===== src/rtl/hub75_scan_reader_if.sv =====
// Framebuffer read port, swap handshake and HUB75 panel pins of the scan reader.
// The master side is the scan reader; the slave side is the RAM/writer/panel.
interface hub75_scan_reader_if #(
  parameter int ADDR_W = 10
);
  logic [ADDR_W-1:0] read_addr;
  logic              read_en;
  logic [15:0]       read_data_top;
  logic [15:0]       read_data_bottom;
  logic              buffer_toggle;
  logic              swap_req;
  logic              swap_ack;
  logic              frame_start;
  logic [1:0]        hub75_red;
  logic [1:0]        hub75_green;
  logic [1:0]        hub75_blue;
  logic              hub75_clk;
  logic              hub75_lat;
  logic              hub75_oe_n;
  logic [3:0]        hub75_row;

  modport master (
    output read_addr, read_en, buffer_toggle, swap_ack, frame_start,
           hub75_red, hub75_green, hub75_blue, hub75_clk, hub75_lat,
           hub75_oe_n, hub75_row,
    input  read_data_top, read_data_bottom, swap_req
  );

  modport slave (
    input  read_addr, read_en, buffer_toggle, swap_ack, frame_start,
           hub75_red, hub75_green, hub75_blue, hub75_clk, hub75_lat,
           hub75_oe_n, hub75_row,
    output read_data_top, read_data_bottom, swap_req
  );
endinterface


===== src/rtl/hub75_scan_reader.sv =====
// HUB75 scan engine: shifts bit-planes of RGB565 framebuffer rows to the panel
// with binary-coded-modulation OE timing, and flips buffers at frame ends.
module hub75_scan_reader #(
  parameter int COLS      = 64,
  parameter int HALF_ROWS = 16,
  parameter int PLANES    = 5,
  parameter int BASE_TIME = 8
) (
  input logic                 clk,
  input logic                 reset_n,
  hub75_scan_reader_if.master bus
);
  localparam int COL_W = $clog2(COLS);
  localparam int ROW_W = $clog2(HALF_ROWS);
  localparam int PL_W  = (PLANES > 1) ? $clog2(PLANES) : 1;
  localparam int DW    = $clog2(BASE_TIME << (PLANES - 1)) + 1;

  typedef enum logic [1:0] {S_SHIFT = 2'd0, S_LATCH = 2'd1, S_DISPLAY = 2'd2} state_t;

  state_t           r_state, w_next;
  logic             r_run, r_pend, r_tog;
  logic [1:0]       r_phase;
  logic [COL_W-1:0] r_col;
  logic [ROW_W-1:0] r_row, r_hrow;
  logic [PL_W-1:0]  r_plane;
  logic [DW-1:0]    r_dcnt, w_dtime;
  logic [1:0]       r_red, r_green, r_blue;
  logic             w_shift_done, w_disp_done, w_last_plane, w_eof, w_swap;
  logic [3:0]       w_ir, w_ig, w_ib;

  assign w_dtime      = DW'(BASE_TIME) << r_plane;
  assign w_shift_done = (r_state == S_SHIFT) && (r_phase == 2'd2) && (r_col == COL_W'(COLS - 1));
  assign w_disp_done  = (r_state == S_DISPLAY) && (r_dcnt == w_dtime - DW'(1));
  assign w_last_plane = (r_plane == PL_W'(PLANES - 1));
  assign w_eof        = r_run && w_disp_done && w_last_plane && (r_row == ROW_W'(HALF_ROWS - 1));
  // A request landing on the frame-end cycle itself swaps immediately.
  assign w_swap       = w_eof && (r_pend || bus.swap_req);

  // Plane p of each channel: top 5 bits of R/G/B in RGB565.
  assign w_ir = 4'd11 + 4'(r_plane);
  assign w_ig = 4'd6 + 4'(r_plane);
  assign w_ib = 4'(r_plane);

  always_ff @(posedge clk or negedge reset_n) begin
    if (!reset_n) r_state <= S_SHIFT;
    else if (r_run) r_state <= w_next;
  end

  always_comb begin
    w_next = r_state;
    case (r_state)
      S_SHIFT:   if (w_shift_done) w_next = S_LATCH;
      S_LATCH:   w_next = S_DISPLAY;
      S_DISPLAY: if (w_disp_done) w_next = S_SHIFT;
      default:   w_next = S_SHIFT;
    endcase
  end

  // r_run holds the panel blank for the first edge after reset release.
  always_comb begin
    bus.read_en     = 1'b0;
    bus.hub75_clk   = 1'b0;
    bus.hub75_lat   = 1'b0;
    bus.hub75_oe_n  = 1'b1;
    bus.frame_start = 1'b0;
    if (r_run) begin
      case (r_state)
        S_SHIFT: begin
          bus.read_en     = (r_phase == 2'd0);
          bus.hub75_clk   = (r_phase == 2'd2);
          bus.frame_start = (r_phase == 2'd0) && (r_col == '0) && (r_row == '0) && (r_plane == '0);
        end
        S_LATCH:   bus.hub75_lat  = 1'b1;
        S_DISPLAY: bus.hub75_oe_n = 1'b0;
        default: ;
      endcase
    end
  end

  assign bus.read_addr     = r_run ? {r_row, r_col} : '0;
  assign bus.buffer_toggle = r_tog ^ w_swap;
  assign bus.swap_ack      = w_swap;
  assign bus.hub75_red     = r_red;
  assign bus.hub75_green   = r_green;
  assign bus.hub75_blue    = r_blue;
  assign bus.hub75_row     = r_hrow;

  always_ff @(posedge clk or negedge reset_n) begin
    if (!reset_n) begin
      r_run   <= 1'b0;
      r_pend  <= 1'b0;
      r_tog   <= 1'b0;
      r_phase <= '0;
      r_col   <= '0;
      r_row   <= '0;
      r_hrow  <= '0;
      r_plane <= '0;
      r_dcnt  <= '0;
      r_red   <= '0;
      r_green <= '0;
      r_blue  <= '0;
    end else begin
      r_run <= 1'b1;
      if (r_run) begin
        if (w_swap) begin
          r_tog  <= ~r_tog;
          r_pend <= 1'b0;
        end else if (bus.swap_req) begin
          r_pend <= 1'b1;
        end
        case (r_state)
          S_SHIFT: begin
            if (r_phase == 2'd2) begin
              r_phase <= '0;
              r_col   <= r_col + COL_W'(1);
            end else begin
              r_phase <= r_phase + 2'd1;
            end
            if (r_phase == 2'd1) begin
              r_red   <= {bus.read_data_bottom[w_ir], bus.read_data_top[w_ir]};
              r_green <= {bus.read_data_bottom[w_ig], bus.read_data_top[w_ig]};
              r_blue  <= {bus.read_data_bottom[w_ib], bus.read_data_top[w_ib]};
            end
            if (w_shift_done) r_hrow <= r_row;
          end
          S_LATCH: r_dcnt <= '0;
          S_DISPLAY: begin
            if (w_disp_done) begin
              if (w_last_plane) begin
                r_plane <= '0;
                r_row   <= r_row + ROW_W'(1);
              end else begin
                r_plane <= r_plane + PL_W'(1);
              end
            end else begin
              r_dcnt <= r_dcnt + DW'(1);
            end
          end
          default: ;
        endcase
      end
    end
  end
endmodule


===== src/flat_wrapper.sv =====
// flat-port wrapper written by rule: the top's interface ports become plain ports
module hub75_scan_reader_flat 
#(
  parameter int COLS      = 64,
  parameter int HALF_ROWS = 16,
  parameter int PLANES    = 5,
  parameter int BASE_TIME = 8
)
  (clk, reset_n, bus_read_addr, bus_read_en, bus_buffer_toggle, bus_swap_ack, bus_frame_start, bus_hub75_red, bus_hub75_green, bus_hub75_blue, bus_hub75_clk, bus_hub75_lat, bus_hub75_oe_n, bus_hub75_row, bus_read_data_top, bus_read_data_bottom, bus_swap_req);
  hub75_scan_reader_if bus_i ();
  input logic clk;
  input logic reset_n;
  output wire logic [$bits(bus_i.read_addr)-1:0] bus_read_addr;
  output wire logic [$bits(bus_i.read_en)-1:0] bus_read_en;
  output wire logic [$bits(bus_i.buffer_toggle)-1:0] bus_buffer_toggle;
  output wire logic [$bits(bus_i.swap_ack)-1:0] bus_swap_ack;
  output wire logic [$bits(bus_i.frame_start)-1:0] bus_frame_start;
  output wire logic [$bits(bus_i.hub75_red)-1:0] bus_hub75_red;
  output wire logic [$bits(bus_i.hub75_green)-1:0] bus_hub75_green;
  output wire logic [$bits(bus_i.hub75_blue)-1:0] bus_hub75_blue;
  output wire logic [$bits(bus_i.hub75_clk)-1:0] bus_hub75_clk;
  output wire logic [$bits(bus_i.hub75_lat)-1:0] bus_hub75_lat;
  output wire logic [$bits(bus_i.hub75_oe_n)-1:0] bus_hub75_oe_n;
  output wire logic [$bits(bus_i.hub75_row)-1:0] bus_hub75_row;
  input wire logic [$bits(bus_i.read_data_top)-1:0] bus_read_data_top;
  input wire logic [$bits(bus_i.read_data_bottom)-1:0] bus_read_data_bottom;
  input wire logic [$bits(bus_i.swap_req)-1:0] bus_swap_req;
  assign bus_read_addr = bus_i.read_addr;
  assign bus_read_en = bus_i.read_en;
  assign bus_buffer_toggle = bus_i.buffer_toggle;
  assign bus_swap_ack = bus_i.swap_ack;
  assign bus_frame_start = bus_i.frame_start;
  assign bus_hub75_red = bus_i.hub75_red;
  assign bus_hub75_green = bus_i.hub75_green;
  assign bus_hub75_blue = bus_i.hub75_blue;
  assign bus_hub75_clk = bus_i.hub75_clk;
  assign bus_hub75_lat = bus_i.hub75_lat;
  assign bus_hub75_oe_n = bus_i.hub75_oe_n;
  assign bus_hub75_row = bus_i.hub75_row;
  assign bus_i.read_data_top = bus_read_data_top;
  assign bus_i.read_data_bottom = bus_read_data_bottom;
  assign bus_i.swap_req = bus_swap_req;
  hub75_scan_reader #(.COLS(COLS), .HALF_ROWS(HALF_ROWS), .PLANES(PLANES), .BASE_TIME(BASE_TIME)) u_core (.clk(clk), .reset_n(reset_n), .bus(bus_i));
endmodule

===== config.mk =====
export PLATFORM = sky130hd
export DESIGN_NAME = hub75_scan_reader_flat
export DESIGN_NICKNAME = d
export VERILOG_FILES = /design/src/rtl/hub75_scan_reader_if.sv /design/src/rtl/hub75_scan_reader.sv /design/src/flat_wrapper.sv
export SDC_FILE = /design/constraint.sdc
export NUM_CORES = 1
export LEC_CHECK = 0
export BUFFER_PORTS_ARGS = -buffer_cell sky130_fd_sc_hd__buf_2
export CORE_ASPECT_RATIO = 0.6
export CORE_MARGIN = 2
export CORE_UTILIZATION = 61
export CTS_BUF_LIST = sky130_fd_sc_hd__clkbuf_4
export CTS_CLUSTER_DIAMETER = 40
export DETAILED_ROUTE_END_ITERATION = 6
export PLACE_DENSITY = 0.93
export SLEW_MARGIN = 25
export SYNTH_ARGS = -nofsm -noshare
export SYNTH_HDL_FRONTEND = slang
export SYNTH_SLANG_ARGS = --single-unit

===== constraint.sdc =====
create_clock -name clk -period 6.5 [get_ports clk]
set_input_delay 0 -clock clk [delete_from_list [all_inputs] [get_ports clk]]
set_output_delay 0 -clock clk [all_outputs]
set_load 0.005 [all_outputs]

After elaboration in Yosys (flattened, before gate mapping)
Cells that the tools add are included.
Operators by class
  div/mod/pow operators: 0
  $add $sub $neg: 8
  reductions and logical operators: 28
  multiply operators: 0
  equal/unequal tests: 11
  shift-type cells: 1
  order comparisons: 3
  multiplexer cells: 32
  bitwise gates (word level): 2
Operators by type and width (number)
  1-bit two-way mux: 18
  3-bit AND reduction: 6
  1-bit binary-select mux with 4-bit select: 4
  8-bit case mux with 2 select lines: 1
  1-bit logical AND: 10
  4-bit by 5-bit < comparator with 1-bit output (second input constant): 2
  10-bit two-way mux: 1
  8-bit by 1-bit adder with 8-bit output (second input constant): 1
  8-bit == test: 1
  8-bit two-way mux: 1
  4-bit by 3-bit left shift with 8-bit output (first input constant): 1
  8-bit by 1-bit subtractor with 8-bit output (second input constant): 1
  6-bit by 1-bit adder with 6-bit output (second input constant): 1
  1-bit binary-select mux with 3-bit select: 2
  6-bit == test (second input constant): 1
  6-bit zero test: 1
  2-bit two-way mux: 3
  2-bit case mux with 3 select lines: 1
  2-bit AND reduction: 3
  3-bit by 5-bit < comparator with 1-bit output (second input constant): 1
  3-bit by 3-bit adder with 4-bit output (first input constant): 1
  4-bit by 1-bit adder with 4-bit output (second input constant): 1
  4-bit by 3-bit adder with 4-bit output (first input constant): 1
  2-bit by 1-bit == test with 1-bit output (second input constant): 2
  16 further kinds: 20
Word-level totals
  bits in latches: 0
  ROM bits: 0
  memories kept: 0
  register bits after elaboration: 38
  RAM bits: 0
  input port bits: 35

Logic depth before layout (Yosys ltp)
Gate-level depths: netlist (run 1).
  depth after elaboration: 10
  depth in mapped cells: 12

Least setup slack after synthesis (run 1)
OpenSTA, ideal clock, no wires.
  kind: flip-flop to flip-flop
  start: register u_core.r_plane[0]
  end: register u_core.r_plane[0]
  stages on the path, launching flop included: 12
  setup slack: 3.311 ns
  data arrival time: 3.065 ns
  cells stage by stage: dfrtp_1 clkbuf_1 clkbuf_1 inv_1 ha_1 nand2b_1 ha_1 nor4bb_1 a211oi_2 xnor2_2 nor4_2 mux2_2
Between the ends
  longest elaborated chain between the ends: 5
  elaborated cells between the ends (all ways): 8
  classes of those cells: 2 x add/sub; 2 x eq/ne; 1 x shift; 1 x mux; 2 x reduce/logical
RTL lines
  start, declared: line hub75_scan_reader.sv:25  | logic [PL_W-1:0] r_plane;
  start signal, assigned: line hub75_scan_reader.sv:133  | r_plane <= r_plane + PL_W'(1);
  4-bit by 3-bit left shift with 8-bit output: line hub75_scan_reader.sv:31  | assign w_dtime = DW'(BASE_TIME) << r_plane;
  8-bit by 1-bit subtractor with 8-bit output: line hub75_scan_reader.sv:33  | assign w_disp_done = (r_state == S_DISPLAY) && (r_dcnt == w_dtime - DW'(1));
  8-bit == test: line hub75_scan_reader.sv:33
  1-bit logical AND: line hub75_scan_reader.sv:33
  3-bit AND reduction (no line)
Several ways; a longest one is shown, not always the timed one.
A chain may end at the register's enable or synchronous reset.

Final worst setup path (run 1)
  start: register u_core.r_plane[1]
  end: output bus_swap_ack
Between the ends
  longest elaborated chain between the ends: 8
  elaborated cells between the ends (all ways): 9
  classes of those cells: 1 x add/sub; 2 x eq/ne; 1 x shift; 5 x reduce/logical
RTL lines
  4-bit by 3-bit left shift with 8-bit output: line hub75_scan_reader.sv:31
  8-bit by 1-bit subtractor with 8-bit output: line hub75_scan_reader.sv:33
  8-bit == test: line hub75_scan_reader.sv:33
  1-bit logical AND: line hub75_scan_reader.sv:33
  1-bit logical AND: line hub75_scan_reader.sv:35  | assign w_eof = r_run && w_disp_done && w_last_plane && (r_row == ROW_W'(HALF_ROWS - 1));
  1-bit logical AND * (2 in series): line hub75_scan_reader.sv:35
  1-bit logical AND *: line hub75_scan_reader.sv:37  | assign w_swap = w_eof && (r_pend || bus.swap_req);
  end, declared: line flat_wrapper.sv:16  | output wire logic [$bits(bus_i.swap_ack)-1:0] bus_swap_ack;
Every way passes the cells marked *; elsewhere a longest branch is shown, timed or not.

==> results of run 1 <==
==> how the worst max path moves through the flow <==
stage	end	start	cells past startpoint
6_report	bus_swap_ack	u_core.r_plane[1]$_DFFE_PN0P_	10
5_1_grt	bus_swap_ack	u_core.r_plane[1]$_DFFE_PN0P_	10
4_1_cts	bus_swap_ack	u_core.r_plane[1]$_DFFE_PN0P_	10
3_5_place_dp	u_core.r_plane[1]$_DFFE_PN0P_	u_core.r_plane[1]$_DFFE_PN0P_	9
3_3_place_gp	u_core.r_plane[1]$_DFFE_PN0P_	u_core.r_plane[1]$_DFFE_PN0P_	9
2_1_floorplan	u_core.r_plane[0]$_DFFE_PN0P_	u_core.r_plane[0]$_DFFE_PN0P_	11
==> critical path, cell delays in order (launching register included) <==
cell and delay, ns:
dfrtp_1 0.71, inv_1 0.23, ha_1 0.30, nand2b_1 0.16, ha_1 0.26, nor4bb_1 0.36
a211oi_2 0.09, xnor2_2 0.63, nor4_4 0.15, and3_1 0.20, buf_2 0.12
==> state kept, by name (all words and copies together) (netlist names) <==
register / count
u_core.r_pend: 1
u_core.bus.hub75_red: 2
u_core.bus.hub75_blue: 2
u_core.r_phase: 2
u_core.r_dcnt: 8
u_core.r_plane: 3
u_core.r_col: 6
u_core.r_run: 1
u_core.r_state: 2
u_core.bus.hub75_row: 4
u_core.bus.hub75_green: 2
u_core.r_tog: 1
u_core.r_row: 4
==> per-layer routing <==
layer / vias to the layer above / track usage, %
li1: 1065 / -
met2: 91 / 43.80
met4: 0 / 6.823
met1: 1162 / 38.31
met5: - / 0
met3: 9 / 5.503
==> synthesized netlist by cell type (2+ instances only) <==
cell | count | area share (%)
dfrtp_1 | 38 | 33
nand2_1 | 28 | 3.7
mux4_2 | 20 | 16
ha_1 | 15 | 6.6
nor2_1 | 15 | 2.0
inv_1 | 14 | 1.8
mux2i_1 | 14 | 4.9
o21ai_0 | 12 | 2.1
clkbuf_1 | 9 | 1.2
xnor2_1 | 9 | 2.8
mux2_2 | 8 | 3.2
xor2_1 | 8 | 2.5
nand3_1 | 7 | 1.2
and2_2 | 5 | 1.3
nor3_1 | 5 | 0.88
and3_1 | 4 | 0.88
buf_2 | 4 | 0.70
mux2_4 | 4 | 2.1
nand2b_1 | 4 | 0.88
a21oi_1 | 3 | 0.53
nor4_1 | 3 | 0.66
o311ai_1 | 3 | 0.92
o31ai_1 | 3 | 0.79
a21o_2 | 2 | 0.62
and2_1 | 2 | 0.44
nor4_4 | 2 | 1.5
nor4bb_1 | 2 | 0.70
or3b_4 | 2 | 0.79
==> cells by family (layout without fill, tap and decap cells) <==
group | after synthesis | after routing | share of synthesized area [%]
and+or+nand+nor | 88 | 88 | 17.47
muxes | 46 | 46 | 26.04
DFF | 38 | 38 | 33.44
buffers and inverters | 28 | 87 | 4.135
AOI/OAI and AO/OA | 27 | 27 | 6.379
xor gates and xnor gates | 18 | 18 | 5.808
adders and majority gates | 15 | 15 | 6.599
other | 1 | 1 | 0.1319
==> power breakdown <==
group | switching [mW] | internal [mW] | leakage [nW]
sequential | 0.0317 | 0.270 | 0.506
clock | 0.0859 | 0.0806 | 0.0374
combinational | 0.0651 | 0.0674 | 1.07
==> through the flow <==
stage | setup slack [ns] | util [%] | hold slack, ns | area [sq um] | power [mW]
final | 2.914 | 72.63 | 0.1892 | 3281 | 0.6011
after global routing | 2.678 | 72.63 | 0.2137 | 3281 | 0.6343
after CTS | 2.965 | 72.63 | 0.1838 | 3281 | 0.6031
after detailed placement | 3.151 | 70.36 | 0.1466 | 3178 | 0.4365
after global placement | 3.381 | 70.36 | 0.1423 | 3178 | 0.4271
after floorplan | 3.311 | - | -0.2956 | 2844 | 0.3695
==> what timing repair did <==
action                    in CTS  in global routing
resized for setup              0                  0
hold endpoints to repair      39                  0
hold buffers                   2                  0
==> area by class of cell <==
| type | count | area [sq um] | area share, % |
|---|---|---|---|
| inverter | 14 | 52.55 | 1.602 |
| clock inverter | 3 | 45.04 | 1.373 |
| multi-input combinational | 195 | 1775 | 54.12 |
| tap | 63 | 78.83 | 2.403 |
| timing repair buffer | 65 | 340.3 | 10.37 |
| sequential | 38 | 950.9 | 28.99 |
| clock buffer | 5 | 37.54 | 1.144 |
==> metrics, run 1 <==
Non-Filler Instances about 380; Crit Path Class reg2out; highest-count cells in the layout ignoring fill and taps 61 x buf_2, 38 x dfrtp_1, 28 x nand2_1; CTS tree built; RSZ-0062 raised after global routing false; IO buf count 61; R2R Setup Slk 3.09 ns; synthesized area per cell 10.90 sq um; R2R Path End u_core.r_plane[1]$_DFFE_PN0P_; Yosys warning total 0; met1 wire length 3.003 mm; Placeable Area about 0.0045 sq mm; DRC viols 0; CTS Buffer Depth 2; Final ANT Viol Nets 0; Final Cycle Share 55.16%; min-delay src bus_read_data_bottom[0]; Async SR Flop Fraction 100.0%; all-layer global routing usage 27.19%; Final Setup Violations 0; WP data required 6.50 ns; Pwr Density 183.2 mW/mm^2; first-pass GRT wire length 11.06 mm; initial DRC count 181; number of synthesized flops with an enable pin 0; fillcell total between 300 and 400; Clock Tree Root clkbuf_4; CP Capture Type primary output; Die Y 56.89 microns; WHS Endpoint u_core.bus.hub75_blue[1]$_DFFE_PN0P_; Startpoint Class flip-flop; ANT cells 0; area growth from synthesis to final layout 15.35%; DR WL/cell 17.49 microns; Initial Util a little over three fifths; Seq/Total Area, Yosys between 30% and 40%; Worst Reg-to-Reg Cells 9; worst-skew pair later-pin latency 0.37 ns; share of layout cells above drive strength 1 37.50%; HP Class in2reg; grt ovf 0; Clock Skew 0.01188 ns; Vias 2327; dpl hpwl 5.160 mm; row count 19; cell count after synthesis 261; overall die area around 0.0052 sq mm; drt pass-1 iters 5; Post-Syn Area 0.002844 sq mm; CTS clk-pin slew, worst paths 0.12 ns; boundary pin count between 60 and 70; dpl cells 373; Final Slew Violations 0; antenna violations before repair 0; Synth Net Count 311; Post-layout nets about 370; commonest non-fill, non-tap cell in the layout buf_2; Final Wtd Congestion 0.9009; max layer used met4; Synth cell types 44; worst rel slew slack 44.43%; WP data arrival ~3.6 ns; final worst path period need 3.586 ns; number of CTS-inserted buffers 5; reg2reg start u_core.r_plane[1]$_DFFE_PN0P_; Die W 92.15 microns; total negative slack 0 ns; top_reg_cell synth dfrtp_1; Hold Fails Final Rpt 0; vias in the first global route 2247; Worst-Margin Slew 0.8336 ns; Crit Path Max Fanout 13; WHS Path Cells 4; worst vdd ir 0.1016 mV; largest net degree at the start of global routing 39; met2 wire length 3.227 mm; Leakage 1.617 nW; Synth Register Bits 38; status complete, no violations; Sink Count 38; Vias/cell 6.076; Max-Cap Viols 0; Post-CTS Setup Bufs 0; routed wire length 6.700 mm; Clock H-tree levels 2; fmax 278.9 MHz; Met3 Wirelength 399 microns
Power figures use the tool's default switching activity.
==> run 2, diff against run 1 <==
--- a/config.mk
+++ b/config.mk
@@ -8,11 +8,11 @@
 export BUFFER_PORTS_ARGS = -buffer_cell sky130_fd_sc_hd__buf_2
 export CORE_ASPECT_RATIO = 0.6
 export CORE_MARGIN = 2
-export CORE_UTILIZATION = 61
+export CORE_UTILIZATION = 57
 export CTS_BUF_LIST = sky130_fd_sc_hd__clkbuf_4
 export CTS_CLUSTER_DIAMETER = 40
 export DETAILED_ROUTE_END_ITERATION = 6
-export PLACE_DENSITY = 0.93
+export PLACE_DENSITY = 0.88
 export SLEW_MARGIN = 25
 export SYNTH_ARGS = -nofsm -noshare
 export SYNTH_HDL_FRONTEND = slang
==> constraint.sdc (replaced) <==
create_clock -name clk -period 3.45 [get_ports clk]
set_input_delay 0 -clock clk [delete_from_list [all_inputs] [get_ports clk]]
set_output_delay 0 -clock clk [all_outputs]
set_load 0.005 [all_outputs]
==> metrics, run 2 (same netlist as run 1, synthesis figures left out) <==
CTS tree built; row count 19 (unchanged); Crit Path Max Fanout 13 (unchanged); HP Class in2reg; final worst path period need between 3 and 4 ns; boundary pin count 62 (unchanged); all-layer global routing usage 24.13% (-3.1 points); largest net degree at the start of global routing 39 (unchanged); Leakage 1.619 nW (about the same); worst rel slew slack 43.75% (-0.68 points); post-route worst setup slack 0.2935 ns (-2.621 ns); Non-Filler Instances 385 (+0.52%); WP data arrival 3.16 ns (-0.43 ns); RSZ-0062 raised after global routing false; Hold Fails Final Rpt 0 (unchanged); routed wire length 6.407 mm (-4.4%); DR WL/cell 16.64 microns (-4.9%); most flop-heavy register u_core.r_dcnt; number of flip-flops in the largest register 8 (unchanged); Clock Skew 0.009907 ns (-0.001969 ns); Final Slew Violations 0 (unchanged); antenna violations before repair 0 (unchanged); Max-Cap Viols 0 (unchanged); Initial Util 60.73% (-2.2 points); Clock H-tree levels 2 (unchanged); first-pass GRT wire length 10.14 mm (-8.4%); CTS Buffer Depth 2 (unchanged); Post-CTS Setup Bufs 0 (unchanged); Pwr Density 320.3 mW/mm^2 (+75%); CP Capture Type primary output; Final Wtd Congestion 0.8996 (-0.14%); Die W 95.19 microns (+3.3%); Clock Tree Root clkbuf_4; fmax about 320 MHz; Sink Count 38 (unchanged); Crit Path Class reg2out; Final ANT Viol Nets 0 (unchanged); DRC viols 0 (unchanged); initial DRC count 167 (-7.7%); area growth from synthesis to final layout 15.49%; Final Cycle Share 91.49%; IO buf count 61 (unchanged); final core utilization 70.13% (-2.5 points); Post-layout nets 371 (+0.54%); share of layout cells above drive strength 1 38.20% (+0.70 points); Final Power 1.052 mW (+75%); Placement Setup Slack 0.3290 ns (-2.822 ns); overall die area 0.005589 sq mm (+6.6%); dpl hpwl 4.958 mm (-3.9%); Final Setup Violations 0 (unchanged); Placeable Area 0.004683 sq mm (+3.7%); Die Y 58.72 microns (+3.2%); CTS clk-pin slew, worst paths 0.12 ns (about the same); Vias 2266 (-2.6%); Final Cell Area 0.003284 sq mm (+0.11%); Startpoint Class flip-flop; grt ovf 0 (unchanged); worst vdd ir 0.1877 mV (+85%); worst-skew pair later-pin latency 0.36 ns (about the same); vias in the first global route 2056 (-8.5%); registers with the most flip-flops u_core.r_dcnt (8), u_core.r_col (6); Worst-Margin Slew 0.8438 ns (+0.01026 ns); total negative slack 0 ns (unchanged); commonest non-fill, non-tap cell in the layout buf_2; Vias/cell 5.886 (-3.1%); status complete, no violations; WP data required 3.45 ns (-3.05 ns); number of CTS-inserted buffers 5 (unchanged); Min Hold Slack 0.2263 ns (+0.03712 ns); dpl cells 375 (+0.54%); ANT cells 0 (unchanged); highest-count cells in the layout ignoring fill and taps 61 x buf_2, 37 x dfrtp_1, 28 x nand2_1; drt pass-1 iters 4 (-1); placed inst area 0.003193 sq mm (+0.47%)
-- run 2: cell types whose count changed in the layout (fill, tap and decap cells not counted) --
cell,delta
nand3_2,+1
dfrtp_1,-1
buf_4,+2
clkinv_1,+1
clkinvlp_4,-1
xnor2_4,+1
xnor2_2,-1
nand3_1,-1
clkinv_2,+1
dfrtp_2,+1
bufinv_16,-1
-- run 2: repair_timing --
action / in CTS / in global routing
gates resized for setup: 0 / 3
hold buffers: 2 / 0
endpoints found under the hold margin: 39 / 0
setup endpoints to repair: 0 / 2
-- run 2: report_power, final --
part	leakage, nW	total [mW]	switching (mW)	internal [mW]
Sequential	0.505	0.569	0.0595	0.510
Clock	0.0286	0.231	0.155	0.0758
Combinational	1.09	0.252	0.124	0.128
-- run 2: critical path, stage by stage (launching register included) --
cell	delay, ns
dfrtp_2	0.49
inv_1	0.13
ha_1	0.27
nand2b_1	0.14
ha_1	0.28
nor4b_1	0.17
a211oi_2	0.37
xnor2_4	0.21
nor4_4	0.40
and3_1	0.22
buf_2	0.12
-- run 2: cell type report --
type                            instances  area, sq um
Clock buffer                            5        37.54
Tap cell                               63        78.83
Multi-Input combinational cell        195         1792
Timing Repair Buffer                   67        355.3
Fill cell                             341         1399
Inverter                               14        52.55
Sequential cell                        38        952.2
Clock inverter                          3        16.27
-- run 2: worst paths after layout --
kind | from | to | slack (ns) | depth (start not counted)
worst max-delay path | u_core.r_plane[0]$_DFFE_PN0P_ | bus_swap_ack | 0.29 | 10
worst min-delay path | bus_read_data_top[6] | u_core.bus.hub75_blue[0]$_DFFE_PN0P_ | 0.23 | 4
worst max register to register | u_core.r_plane[0]$_DFFE_PN0P_ | u_core.r_plane[1]$_DFFE_PN0P_ | 0.44 | 9
worst min register to register | u_core.bus.hub75_red[1]$_DFFE_PN0P_ | u_core.bus.hub75_red[1]$_DFFE_PN0P_ | 0.49 | 2
max in group asynchronous | reset_n | u_core.r_plane[0]$_DFFE_PN0P_ | 2.59 | 2
min in group asynchronous | reset_n | u_core.bus.hub75_red[0]$_DFFE_PN0P_ | 0.27 | 2
-- run 2: routing by layer --
| metal | vias to the layer above | global-route usage (%) | wire length [microns] |
|---|---|---|---|
| met1 | 1109 | 37.78 | 3017 |
| met2 | 80 | 33.80 | 2876 |
| met4 | 0 | 5.176 | 76 |
| met5 | - | 0 | 0 |
| li1 | 1068 | - | - |
| met3 | 9 | 6.274 | 436 |
